`src/rtl/top_module_sync.sv`:
```
// Smart-home controller: 4-bit code lock, lamp compensation, climate control.
// Ports: clk, rst_n (async low), PA/light/TEMP in; Lock_out, light_out,
//        fan_out, FAN, AC, WIND out (all registered).
// Optional: define SMART_LOCKOUT_EN to add wrong-try counting and penalty.
module top_module_sync #(
    parameter logic [3:0] PASSWORD       = 4'b0010,
    parameter int         AC_ON          = 10,
    parameter int         AC_HYST        = 2,
    parameter int         MAX_TRIES      = 3,
    parameter int         LOCKOUT_CYCLES = 16
) (
    input  logic       clk,
    input  logic       rst_n,
    input  logic [3:0] PA,
    input  logic [3:0] light,
    input  logic [3:0] TEMP,
    output logic       Lock_out,
    output logic [3:0] light_out,
    output logic [3:0] fan_out,
    output logic       FAN,
    output logic       AC,
    output logic       WIND
);

    localparam logic [3:0] AC_ON_C  = 4'(AC_ON);
    localparam logic [3:0] AC_OFF_C = 4'(AC_ON - AC_HYST);

    logic       w_penalty;
    logic       w_unlock;
    logic       w_ac_next;
    logic       r_ac_state;
    logic [3:0] w_fan_out;
    logic       w_fan;
    logic       w_wind;

`ifdef SMART_LOCKOUT_EN
    localparam int TW = $clog2(MAX_TRIES + 1);
    localparam int CW = $clog2(LOCKOUT_CYCLES + 1);
    localparam logic [TW-1:0] TRY_MAX  = TW'(MAX_TRIES);
    localparam logic [TW-1:0] TRY_LAST = TW'(MAX_TRIES - 1);
    localparam logic [CW-1:0] PEN_LEN  = CW'(LOCKOUT_CYCLES);
    localparam logic [CW-1:0] PEN_ONE  = CW'(1);

    logic [3:0]    r_pa_prev;
    logic [TW-1:0] r_tries;
    logic [CW-1:0] r_pen_cnt;
    logic          w_attempt;

    assign w_penalty = (r_pen_cnt != '0);
    // An attempt is a fresh, non-idle code.
    assign w_attempt = (PA != 4'd0) && (PA != r_pa_prev);

    always_ff @(posedge clk or negedge rst_n) begin
        if (!rst_n) begin
            r_pa_prev <= 4'd0;
            r_tries   <= '0;
            r_pen_cnt <= '0;
        end else begin
            r_pa_prev <= PA;
            if (w_penalty) begin
                // Entries during the penalty are ignored.
                r_pen_cnt <= r_pen_cnt - PEN_ONE;
                if (r_pen_cnt == PEN_ONE) begin
                    r_tries <= '0;
                end
            end else if (w_attempt) begin
                if (PA == PASSWORD) begin
                    r_tries <= '0;
                end else if (r_tries == TRY_LAST) begin
                    r_tries   <= TRY_MAX;
                    r_pen_cnt <= PEN_LEN;
                end else begin
                    r_tries <= r_tries + 1'b1;
                end
            end
        end
    end
`else
    assign w_penalty = 1'b0;
`endif

    assign w_unlock = (PA == PASSWORD) && !w_penalty;

    // AC hysteresis only evolves while someone is home.
    always_comb begin
        w_ac_next = r_ac_state;
        if (w_unlock) begin
            if (TEMP >= AC_ON_C) begin
                w_ac_next = 1'b1;
            end else if (TEMP <= AC_OFF_C) begin
                w_ac_next = 1'b0;
            end
        end
    end

    always_comb begin
        w_fan_out = 4'd0;
        w_fan     = 1'b0;
        w_wind    = 1'b0;
        if (TEMP >= AC_ON_C) begin
            w_fan     = 1'b1;
            w_fan_out = 4'hF;
        end else if (TEMP >= 4'd5) begin
            w_fan     = 1'b1;
            w_fan_out = TEMP - 4'd4;
        end else begin
            // Never open the window against a running AC.
            w_wind = !w_ac_next;
        end
    end

    always_ff @(posedge clk or negedge rst_n) begin
        if (!rst_n) begin
            r_ac_state <= 1'b0;
            Lock_out   <= 1'b0;
            light_out  <= 4'd0;
            fan_out    <= 4'd0;
            FAN        <= 1'b0;
            AC         <= 1'b0;
            WIND       <= 1'b0;
        end else begin
            r_ac_state <= w_ac_next;
            Lock_out   <= w_unlock;
            if (w_unlock) begin
                light_out <= 4'hF - light;
                fan_out   <= w_fan_out;
                FAN       <= w_fan;
                AC        <= w_ac_next;
                WIND      <= w_wind;
            end else begin
                light_out <= 4'd0;
                fan_out   <= 4'd0;
                FAN       <= 1'b0;
                AC        <= 1'b0;
                WIND      <= 1'b0;
            end
        end
    end

endmodule

```
`config.mk`:
```
export PLATFORM = sky130hd
export DESIGN_NAME = top_module_sync
export DESIGN_NICKNAME = d
export VERILOG_FILES = /design/src/rtl/top_module_sync.sv
export SDC_FILE = /design/constraint.sdc
export NUM_CORES = 1
export LEC_CHECK = 0
export CAP_MARGIN = 30
export CORE_AREA = 3 3 40 42
export DETAILED_ROUTE_END_ITERATION = 6
export DIE_AREA = 0 0 43 45
export DONT_BUFFER_PORTS = 1
export GPL_ROUTABILITY_DRIVEN = 0
export SYNTH_ARGS = -nofsm -noshare
export SYNTH_HDL_FRONTEND = slang
export SYNTH_SLANG_ARGS = --single-unit
```
`constraint.sdc`:
```
create_clock -name clk -period 1.1 [get_ports clk]
set_input_delay 0.055 -clock clk [delete_from_list [all_inputs] [get_ports clk]]
set_output_delay 0.055 -clock clk [all_outputs]
set_load 0.05 [all_outputs]
```
==> metrics <==
GR peak layer=met2; Starting Density=0.354; CTS tree=done; Seq cells post-synth=13; root buffer cell=clkbuf_4; skew final=between 0.001 and 0.0015 ns; setup TNS=0 ns; Slew Limit Fails=0; final worst-path cycle share=0.863; CTS Buffer Depth=2; Crit path arrival time=~1.1 ns; # diodes=0; final worst setup slack=0.151 ns; H-tree levels=1; syn avg cell area=12.0 sq um; ys flop type=dfrtp_1; async set or reset register ratio after synthesis=1.00; status=finished clean; Clock power frac=0.317; Net Sw Power=202 uW; Post-Syn Nets=52; top cell type's share of synthesized area=0.714; post-DP HPWL=around 680 um; R2R depth=3; Post-CTS Resized=0; input/output buffers=0; Vias/cell=between 5 and 6; worst-margin pin slew=roughly 0.55 ns; Layout area overhead=28.8%; Max Fclk=roughly 1100 MHz; filler instances=120; maxcap violations=0; Logic pwr share=0.081; Yosys cell types=11; startpoint class of the critical path=input pin; CP max FO=4; Total Wirelength=between 800 and 900 um; DRC violations left=0; Hold Path Depth=2; met2 Use GR=0.174; Yosys top cell by area=dfrtp_1; layout cell share with drive strength beyond 1=0.0980; CTS Sinks=13; Critical Path RT=roughly 1.3 ns; Setup crit end kind=flop; Remaining Overflow, GRT=0; post-synthesis sequential area ratio=0.714; row count=13; Nets=66; final worst path period need=about 0.95 ns; first-pass GRT wire length=1.57 mm; EDFF count, synth=0; Pleak=roughly 0.00029 uW; final hold violation count=0; DP Worst Slack=approximately 0.072 ns; number of buffers created by CTS=3; vias in the first global route=338; largest net degree at the start of global routing=14; CORE AREA=about 0.0013 sq mm; Net Sw Frac=0.233; met1 usage=0.120; largest cells by area after synthesis=dfrtp_1 71%, nor2_1 6.6%, a21oi_1 3.3%; mapped cell area=about 460 sq um; clock slew at reported path FFs=about 0.070 ns; DR WL/cell=about 14 um; Cells after Synth=38; Die ar.=0.00194 sq mm; clk_lat worst skew=0.26 ns; Post CTS Setup Buffer Count=0; Yosys warnings=0; HP Class=input pin to flop; # hold bufs at CTS=9; All-Layer GR Usage=0.115; DR pass1 iterations=4; # setup viols final=0; DRT iter0 DRCs=7; M3 GR Usage=0.0598; Top Ports=26; initial antenna violation count=0; Final ANT Viol Nets=0; Crit Path Class=input pin to flop; Die H=around 45 um; most common cell in the netlist=dfrtp_1; most frequent cells after synthesis=13 x dfrtp_1, 8 x nor2_1, 3 x a21oi_1, 3 x nand2_1, 3 x nor3_1; cell-internal power=667 uW; Worst VDD drop=~700 uV; via count=approximately 340; sequential share of power=0.602; RSZ-0062 raised after global routing=false; Slew Limit Headroom=0.632; DIE WIDTH=between 40 and 50 um; PD cells=1480 mW/mm^2
[worst paths after layout]
path                                  from            to  slack (ns)
min in group asynchronous            rst_n  light_out[0]        0.21
worst min-delay path               TEMP[2]    fan_out[3]        0.02
max in group asynchronous            rst_n    r_ac_state        0.53
worst min register to register  r_ac_state    r_ac_state        0.53
worst max-delay path               TEMP[2]    r_ac_state        0.15
worst max register to register  r_ac_state    r_ac_state        0.26
[routing by layer]
layer	wire length [um]	vias up
met5	0	-
met4	20	0
met3	113	4
met2	428	22
met1	336	165
li1	-	151
[power groups by stage]
stage / clock (uW) / sequential [uW] / combinational [uW]
finish: 275 / 523 / 70.3
global route: 314 / 525 / 81.3
CTS: 286 / 523 / 71.1
detailed placement: 0 / 533 / 30.3
global placement: 0 / 533 / 28.5
floorplan: 0 / 531 / 27.1
[cell families after synthesis]
family / synth area share
AO/OA/AOI/OAI: 0.0907
buffers and inverters: 0.0412
flip-flops: 0.714
AND/OR/NAND/NOR: 0.154
[critical path, cell delays in order]
cell and delay (ns):
dlygate4sd3_1 0.60, nor2_1 0.16, o21ai_0 0.10, a22o_1 0.19
[state kept, by name (all words and copies together) (netlist names)]
register / count
WIND: 1
fan_out: 4
Lock_out: 1
r_ac_state: 1
FAN: 1
AC: 1
light_out: 4
[cells in the final DEF (no fill, tap or decap)]
| cell type | netlist | routed |
|---|---|---|
| dfrtp_1 | 13 | 13 |
| nor2_1 | 8 | 8 |
| a22o_1 | 1 | 1 |
| clkbuf_4 | 0 | 3 |
| buf_4 | 0 | 1 |
| o21a_1 | 1 | 1 |
| a21oi_1 | 3 | 3 |
| clkbuf_1 | 0 | 1 |
| nor3_1 | 3 | 3 |
| or4b_4 | 1 | 1 |
| o21ai_0 | 2 | 2 |
| dlygate4sd3_1 | 0 | 9 |
| nand2_1 | 3 | 3 |
| inv_1 | 2 | 2 |
[per-stage QoR]
stage / std cells / hold WS (ns) / util / instance area [sq um] / power [uW]
2_1_floorplan: 38 / -0.241 / - / 455 / 558
3_3_place_gp: 53 / -0.240 / 0.366 / 470 / 561
4_1_cts: 66 / 0.00911 / 0.457 / 587 / 880
3_5_place_dp: 53 / -0.240 / 0.366 / 470 / 563
6_report: 66 / 0.0202 / 0.457 / 587 / 869
5_1_grt: 66 / 0.0119 / 0.457 / 587 / 920
[area by class of cell]
cell class	instances	area, sq um	share of cell area
Clock buffer	4	26.3	0.0448
Inverter	2	7.51	0.0128
Multi-Input combinational cell	22	111	0.190
Sequential cell	13	325	0.554
Tap cell	15	18.8	0.0320
Timing Repair Buffer	10	97.6	0.166
(Power assumes the default switching activity.)
